`config.mk`:
```
export PLATFORM = sky130hd
export DESIGN_NAME = vliw_fetch_stage
export DESIGN_NICKNAME = d
export VERILOG_FILES = /design/src/rtl/vliw_fetch_stage_pkg.sv /design/src/rtl/fetch_bundle_fifo.sv /design/src/rtl/vliw_fetch_stage.sv
export SDC_FILE = /design/constraint.sdc
export NUM_CORES = 1
export LEC_CHECK = 0
export ABC_AREA = 0
export CAP_MARGIN = 40
export CELL_PAD_IN_SITES_DETAIL_PLACEMENT = 0
export CELL_PAD_IN_SITES_GLOBAL_PLACEMENT = 1
export CORE_MARGIN = 2
export CORE_UTILIZATION = 25
export DETAILED_ROUTE_END_ITERATION = 8
export PLACE_DENSITY = 0.61
export SLEW_MARGIN = 20
export SYNTH_ARGS = -nofsm -noshare
export SYNTH_HDL_FRONTEND = slang
export SYNTH_SLANG_ARGS = --single-unit
```
`constraint.sdc`:
```
create_clock -name clk -period 9.4 [get_ports clk]
set_clock_uncertainty 0.05 [all_clocks]
set_input_delay 1.88 -clock clk [delete_from_list [all_inputs] [get_ports clk]]
set_output_delay 1.88 -clock clk [all_outputs]
set_load 0.02 [all_outputs]
```
`src/rtl/vliw_fetch_stage_pkg.sv`:
```
// Shared definitions for the VLIW instruction fetch stage.
// Provides bundle and slot widths, the default NOP bundle, the fetch FSM state
// encoding and a word-alignment helper used on redirect targets.
package vliw_fetch_stage_pkg;

  localparam int unsigned BUNDLE_W = 32;
  localparam int unsigned SLOT_W   = 16;
  localparam logic [BUNDLE_W-1:0] NOP_BUNDLE = 32'h0000_0000;

  // Slot field positions inside a bundle.
  localparam int unsigned MEM_SLOT_MSB = 31;
  localparam int unsigned MEM_SLOT_LSB = 16;
  localparam int unsigned ALU_SLOT_MSB = 15;
  localparam int unsigned ALU_SLOT_LSB = 0;

  // One FIFO entry carries {bundle, pc_plus4}.
  localparam int unsigned FIFO_ENTRY_W = 2 * BUNDLE_W;

  typedef enum logic [1:0] {
    StIdle = 2'd0,
    StWait = 2'd1,
    StDrop = 2'd2
  } fetch_state_e;

  function automatic logic [31:0] align_word(input logic [31:0] addr);
    return {addr[31:2], 2'b00};
  endfunction

endpackage

```
`src/rtl/fetch_bundle_fifo.sv`:
```
// Small synchronous FIFO buffering fetched bundles with their PC+4.
// Ports:
//   clk, reset        clock, asynchronous active-high reset
//   push, push_data   write an entry (ignored when full)
//   pop               advance the head (ignored when empty)
//   clear             synchronous flush; wins over push/pop
//   head_data         entry at the head (undefined when empty)
//   count/empty/full  occupancy status
module fetch_bundle_fifo
  import vliw_fetch_stage_pkg::*;
#(
  parameter int unsigned FIFO_DEPTH = 2,
  parameter int unsigned DATA_W     = FIFO_ENTRY_W
) (
  input  logic                        clk,
  input  logic                        reset,
  input  logic                        push,
  input  logic [DATA_W-1:0]           push_data,
  input  logic                        pop,
  input  logic                        clear,
  output logic [DATA_W-1:0]           head_data,
  output logic [$clog2(FIFO_DEPTH):0] count,
  output logic                        empty,
  output logic                        full
);

  localparam int unsigned PTR_W = $clog2(FIFO_DEPTH);
  localparam int unsigned CNT_W = PTR_W + 1;

  logic [DATA_W-1:0] mem [FIFO_DEPTH];
  logic [PTR_W-1:0]  wr_ptr;
  logic [PTR_W-1:0]  rd_ptr;
  logic              do_push;
  logic              do_pop;

  assign empty   = (count == '0);
  assign full    = (count == CNT_W'(FIFO_DEPTH));
  assign do_push = push && !full;
  assign do_pop  = pop && !empty;
  assign head_data = mem[rd_ptr];

  // Depth is a power of two, so pointers wrap by natural overflow.
  always_ff @(posedge clk or posedge reset) begin
    if (reset) begin
      wr_ptr <= '0;
      rd_ptr <= '0;
      count  <= '0;
    end else if (clear) begin
      wr_ptr <= '0;
      rd_ptr <= '0;
      count  <= '0;
    end else begin
      if (do_push) wr_ptr <= wr_ptr + PTR_W'(1);
      if (do_pop)  rd_ptr <= rd_ptr + PTR_W'(1);
      count <= count + CNT_W'(do_push) - CNT_W'(do_pop);
    end
  end

  always_ff @(posedge clk) begin
    if (do_push && !clear) mem[wr_ptr] <= push_data;
  end

endmodule

```
`src/rtl/vliw_fetch_stage.sv`:
```
// VLIW instruction fetch stage feeding the IF/ID pipeline register.
// Holds the PC, fetches 32-bit two-slot bundles over a single-outstanding
// req/ack interface, buffers {bundle, pc+4} in a small FIFO and presents the
// head to IF/ID. EX redirects flush the buffer and retarget the PC; data for a
// request that was in flight at redirect time is discarded.
// Ports:
//   clk, reset                 clock, asynchronous active-high reset
//   imem_req/addr/ack/rdata    instruction memory handshake
//   if_id_write                IF/ID consumes the presented bundle this cycle
//   redirect, redirect_target  taken branch/jump from EX
//   if_instr2Word, if_pc_plus4 head bundle and its PC+4 (NOP / 0 when empty)
//   if_valid                   buffer not empty
//   if_flush                   IF_flush to IF/ID, mirrors redirect
module vliw_fetch_stage
  import vliw_fetch_stage_pkg::*;
#(
  parameter logic [31:0]          RESET_PC   = 32'h0000_0000,
  parameter int unsigned          FIFO_DEPTH = 2,
  parameter logic [BUNDLE_W-1:0]  NOP_BUNDLE = vliw_fetch_stage_pkg::NOP_BUNDLE
) (
  input  logic                clk,
  input  logic                reset,
  output logic                imem_req,
  output logic [31:0]         imem_addr,
  input  logic                imem_ack,
  input  logic [BUNDLE_W-1:0] imem_rdata,
  input  logic                if_id_write,
  input  logic                redirect,
  input  logic [31:0]         redirect_target,
  output logic [BUNDLE_W-1:0] if_instr2Word,
  output logic [31:0]         if_pc_plus4,
  output logic                if_valid,
  output logic                if_flush
);

  localparam int unsigned CNT_W = $clog2(FIFO_DEPTH) + 1;
  localparam int unsigned CA_W  = CNT_W + 1;

  fetch_state_e            state;
  logic [31:0]             pc;
  logic [CNT_W-1:0]        fifo_count;
  logic                    fifo_empty;
  logic                    fifo_full;
  logic [FIFO_ENTRY_W-1:0] fifo_head;
  logic                    push;
  logic                    pop;
  logic [31:0]             target_aligned;
  logic [31:0]             next_pc;
  logic [CA_W-1:0]         count_after;
  logic                    space_after;

  assign if_flush       = redirect;
  assign target_aligned = align_word(redirect_target);
  assign next_pc        = imem_addr + 32'd4;

  // Redirect has priority: it suppresses both the pop and any push.
  assign pop  = if_id_write && !fifo_empty && !redirect;
  assign push = (state == StWait) && imem_ack && !redirect;

  // Occupancy after this cycle's push/pop; the next request reserves a slot,
  // so it may only be issued while this stays below depth.
  assign count_after = CA_W'(fifo_count) + CA_W'(push) - CA_W'(pop);
  assign space_after = (count_after < CA_W'(FIFO_DEPTH));

  fetch_bundle_fifo #(
    .FIFO_DEPTH (FIFO_DEPTH),
    .DATA_W     (FIFO_ENTRY_W)
  ) u_fifo (
    .clk       (clk),
    .reset     (reset),
    .push      (push),
    .push_data ({imem_rdata, next_pc}),
    .pop       (pop),
    .clear     (redirect),
    .head_data (fifo_head),
    .count     (fifo_count),
    .empty     (fifo_empty),
    .full      (fifo_full)
  );

  always_ff @(posedge clk or posedge reset) begin
    if (reset) begin
      state     <= StIdle;
      pc        <= RESET_PC;
      imem_req  <= 1'b0;
      imem_addr <= RESET_PC;
    end else begin
      unique case (state)
        StIdle: begin
          if (redirect) begin
            // Buffer is cleared this edge, so there is always room.
            pc        <= target_aligned;
            imem_addr <= target_aligned;
            imem_req  <= 1'b1;
            state     <= StWait;
          end else if (!fifo_full) begin
            imem_addr <= pc;
            imem_req  <= 1'b1;
            state     <= StWait;
          end
        end
        StWait: begin
          if (redirect) begin
            pc <= target_aligned;
            if (imem_ack) begin
              imem_req <= 1'b0;
              state    <= StIdle;
            end else begin
              state <= StDrop;
            end
          end else if (imem_ack) begin
            pc <= next_pc;
            if (space_after) begin
              imem_addr <= next_pc;
            end else begin
              imem_req <= 1'b0;
              state    <= StIdle;
            end
          end
        end
        StDrop: begin
          if (redirect) begin
            pc <= target_aligned;
            if (imem_ack) begin
              imem_req <= 1'b0;
              state    <= StIdle;
            end
          end else if (imem_ack) begin
            if (space_after) begin
              imem_addr <= pc;
              state     <= StWait;
            end else begin
              imem_req <= 1'b0;
              state    <= StIdle;
            end
          end
        end
        default: begin
          imem_req <= 1'b0;
          state    <= StIdle;
        end
      endcase
    end
  end

  assign if_valid      = !fifo_empty;
  assign if_instr2Word = fifo_empty ? NOP_BUNDLE : fifo_head[FIFO_ENTRY_W-1:32];
  assign if_pc_plus4   = fifo_empty ? 32'd0 : fifo_head[31:0];

endmodule

```
==> metrics.csv <==
stage;metric;value;unit
synth;syn-instance-count;806;
sta;setup_slack;4.06;ns
routing;wl_per_cell;19.5;um
setup_path;worst_setup_path_start_kind;primary input;
synth;synth-main-ff-cell;edfxtp_1;
sta;drv_slew;0;
grt;grt_pass1_wl;42600;um
placed_design;hpwlAfterDp;19200;um
pwr;vdd.ir_drop.worst;0.000164;V
sta;tns;0;ns
cts;holdBufCountCts;0;
setup_path;reg2reg_from;u_fifo.count[1]$_DFF_PP0_;
synth;synth-seq-cells;199;
layout;area_delta_synth_final;30.6;%
cts;clockBufferDepth;2;
floorplan;pin_count;168;
hold_path;hp-class;reg -> reg;
setup_path;path_max_fanout;13;
sta;setup_viol;0;
placed_design;pre_cts_ws;4.00;ns
pwr;p_leak;4.35;nW
synth;synth_warnings;0;
floorplan;fp.dieArea;0.0394;mm^2
setup_path;path_cells;clkdlybuf4s50_1 -> clkdlybuf4s50_1;
sta;fmax;187;MHz
grt;antenna_found_initial;0;
cts;htreeDepth;4;
routing;viasPerCell;4.74;
routing;drc_errors;0;
cts;clkTransAtPathRegs;0.07;ns
cts;cts_setup_buffers;0;
setup_path;slowest_delay;0.82;ns
placed_design;port_buffers;165;
setup_path;reg2reg_depth;14;
synth;synth_edf_count;128;
routing;drt_iter0_markers;460;
placed_design;gp_congestion;0.778;
cts;post_cts_resize_count;0;
setup_path;crit_path_end;if_flush;
routing;first_pass_iters;6;
setup_path;r2r_setup_slack;4.91;ns
floorplan;placementRows;71;
setup_path;crit_cells;2;
synth;ys_types;59;
sta;min_period_over_period;0.568;
cts;clock_sinks;199;
synth;ys_seq_area_frac;0.594;
layout;nNetsFinal;1031;
cts;clk_latency;0.44;ns
routing;vias;7003;
grt;grt_use_total;0.146;
cts;cts_buffers;17;
floorplan;start_util;0.253;
synth;syn_avg_cell_area;11.7;um^2
synth;ys_async_sr_fraction;0.357;
grt;grt_overflow_total;0;
setup_path;r2r-end;imem_addr[14]$_DFFE_PP0P_;
cts;clock-root-buffer;clkbuf_16;
routing;drtAntennaViolNets;0;
cts;cts_tree;yes;
grt;grt_pass1_vias;6819;
layout;final_layout_size_suffix_gt1_frac;0.0870;
setup_path;arrival;3.41;ns
sta;tightest_slew;0.807;ns
setup_path;crit_start;redirect;
synth;synth_area;0.00947;mm^2
layout;fillers;3760;
setup_path;crit_top_cell;clkdlybuf4s50_1;
pwr;pwr_density_cell;301;mW/mm^2
sta;finalHoldViolations;0;
synth;syn_nets;884;
layout;antenna_cells;0;
setup_path;crit_family;buffers and inverters;
pwr;total_power;3.73;mW
sta;relSlewSlack;0.462;
setup_path;end_kind;primary output;
routing;totalWireLength;28900;um
floorplan;core_area;0.0375;mm^2
setup_path;critPathSlowestCell;clkdlybuf4s50_1;
grt;grt_max_degree;55;
floorplan;die_w;199;um
run;max_cap_violations;0;
setup_path;cp_data_required_time;7.47;ns
sta;rsz0062_at_grt;false;
setup_path;cp_num_buf_inv;2;
run_status;status;finished, final reports clean;
floorplan;die_h;199;um
setup_path;path_class;in -> out;
sta;min_period;5.34;ns
Yosys cell counts, drive strengths merged (2+ instances only):
library cell | count | area (um^2)
a21o | 3 | 22.5
a21oi | 16 | 80.1
a221o | 9 | 90.1
a221oi | 2 | 17.5
a222oi | 17 | 170
a22o | 6 | 52.6
a22oi | 7 | 52.6
a31oi | 4 | 25.0
a41oi | 3 | 26.3
and2 | 3 | 18.8
and3 | 17 | 108
and4 | 4 | 37.5
buf | 23 | 114
clkbuf | 32 | 120
dfrtp | 71 | 1780
edfxtp | 128 | 3840
ha | 8 | 100
inv | 14 | 52.6
mux2i | 72 | 721
nand2 | 49 | 184
nand2b | 5 | 31.3
nand3 | 25 | 153
nand4 | 14 | 103
nor2 | 109 | 409
nor2b | 4 | 25.0
nor3 | 15 | 101
nor3b | 2 | 15.0
nor4 | 12 | 126
o21ai | 63 | 315
o22ai | 3 | 18.8
o2bb2ai | 10 | 87.6
o31a | 4 | 35.0
o31ai | 4 | 30.0
o41ai | 3 | 26.3
or2 | 7 | 43.8
or3 | 4 | 25.0
or4 | 2 | 15.0
xnor2 | 11 | 96.3
xor2 | 15 | 139
cells in the final DEF, fill, tap and decap left out, types with 4 or more instances in the layout:
cell type	Yosys	layout
nand2b_1	5	5
and3_1	16	16
inv_8	0	4
o2bb2ai_1	10	10
nor2_1	109	108
a221o_1	9	9
a22o_1	6	6
nor3_1	11	9
mux2i_1	72	72
nor4_1	8	8
nand3_1	21	21
clkbuf_16	0	17
dfrtp_1	71	70
o31ai_1	4	4
nor3_2	3	5
o21ai_0	62	62
edfxtp_1	128	128
or2_2	6	6
nand4_1	13	13
xnor2_1	11	11
buf_4	3	14
nand2_1	49	49
xor2_1	14	14
clkdlybuf4s50_1	0	165
a31oi_1	4	4
or3_1	4	4
a222oi_1	17	17
o31a_1	4	4
ha_1	8	8
a21oi_1	16	14
a22oi_1	7	7
inv_1	14	13
cell type report:
type                    instances  area, um^2  area share
repair buffers                183        1850       0.150
clock buffers                  17         425      0.0344
clock inverters                15         163      0.0131
inverters                      14        52.6     0.00425
flip-flops and latches        199        5620       0.455
well taps                     511         639      0.0517
multi-input cells             538        3610       0.292
layer usage:
layer | GRT usage | vias up | routed length, um
met3 | 0.0365 | 18 | 1730
met2 | 0.234 | 219 | 13500
li1 | - | 3313 | -
met5 | 0 | - | 0
met1 | 0.198 | 3453 | 13300
met4 | 0.0373 | 0 | 320
logic make-up (layout without fill, tap and decap cells):
logic type      after synthesis  in the layout  share of synthesized area
fa+ha+maj                     9              9                     0.0127
flops                       199            199                      0.594
buf+inv                      69            229                     0.0303
simple gates                272            272                      0.147
xor+xnor                     26             26                     0.0248
mux                          72             72                     0.0761
compound gates              159            159                      0.115
registers in the layout, summed over array words and instances, names as in the netlist:
register,count
state,2
pc,32
imem_req,1
u_fifo.mem,128
imem_addr,32
u_fifo.wr_ptr,1
u_fifo.rd_ptr,1
u_fifo.count,2
worst min path at each step:
stage,startpoint,to,slack [ns],cells after the start
global route,pc[1]$_DFFE_PP0P_,pc[1]$_DFFE_PP0P_,0.44,2
detailed placement,pc[1]$_DFFE_PP0P_,pc[1]$_DFFE_PP0P_,0.41,2
global placement,pc[1]$_DFFE_PP0P_,pc[1]$_DFFE_PP0P_,0.40,2
CTS,pc[1]$_DFFE_PP0P_,pc[1]$_DFFE_PP0P_,0.42,2
floorplan,pc[0]$_DFFE_PP0P_,pc[0]$_DFFE_PP0P_,0.39,2
finish,pc[1]$_DFFE_PP0P_,pc[1]$_DFFE_PP0P_,0.42,2
stage by stage:
stage	instance area [um^2]	std cells	hold slack [ns]	utilization
after floorplan	9470	806	0.389	-
after global placement	11700	1439	0.399	0.311
after detailed placement	11800	1444	0.405	0.314
after CTS	12400	1476	0.423	0.330
after global routing	12400	1477	0.444	0.330
final	12400	1477	0.420	0.330
where the power goes:
group          leakage (nW)  switching, mW  internal (mW)
sequential             2.05          0.203           1.16
combinational          2.02          0.962          0.655
clock                 0.281          0.366          0.378
total                  4.35           1.53           2.20
No activity file was read; power rests on OpenSTA's default activity.
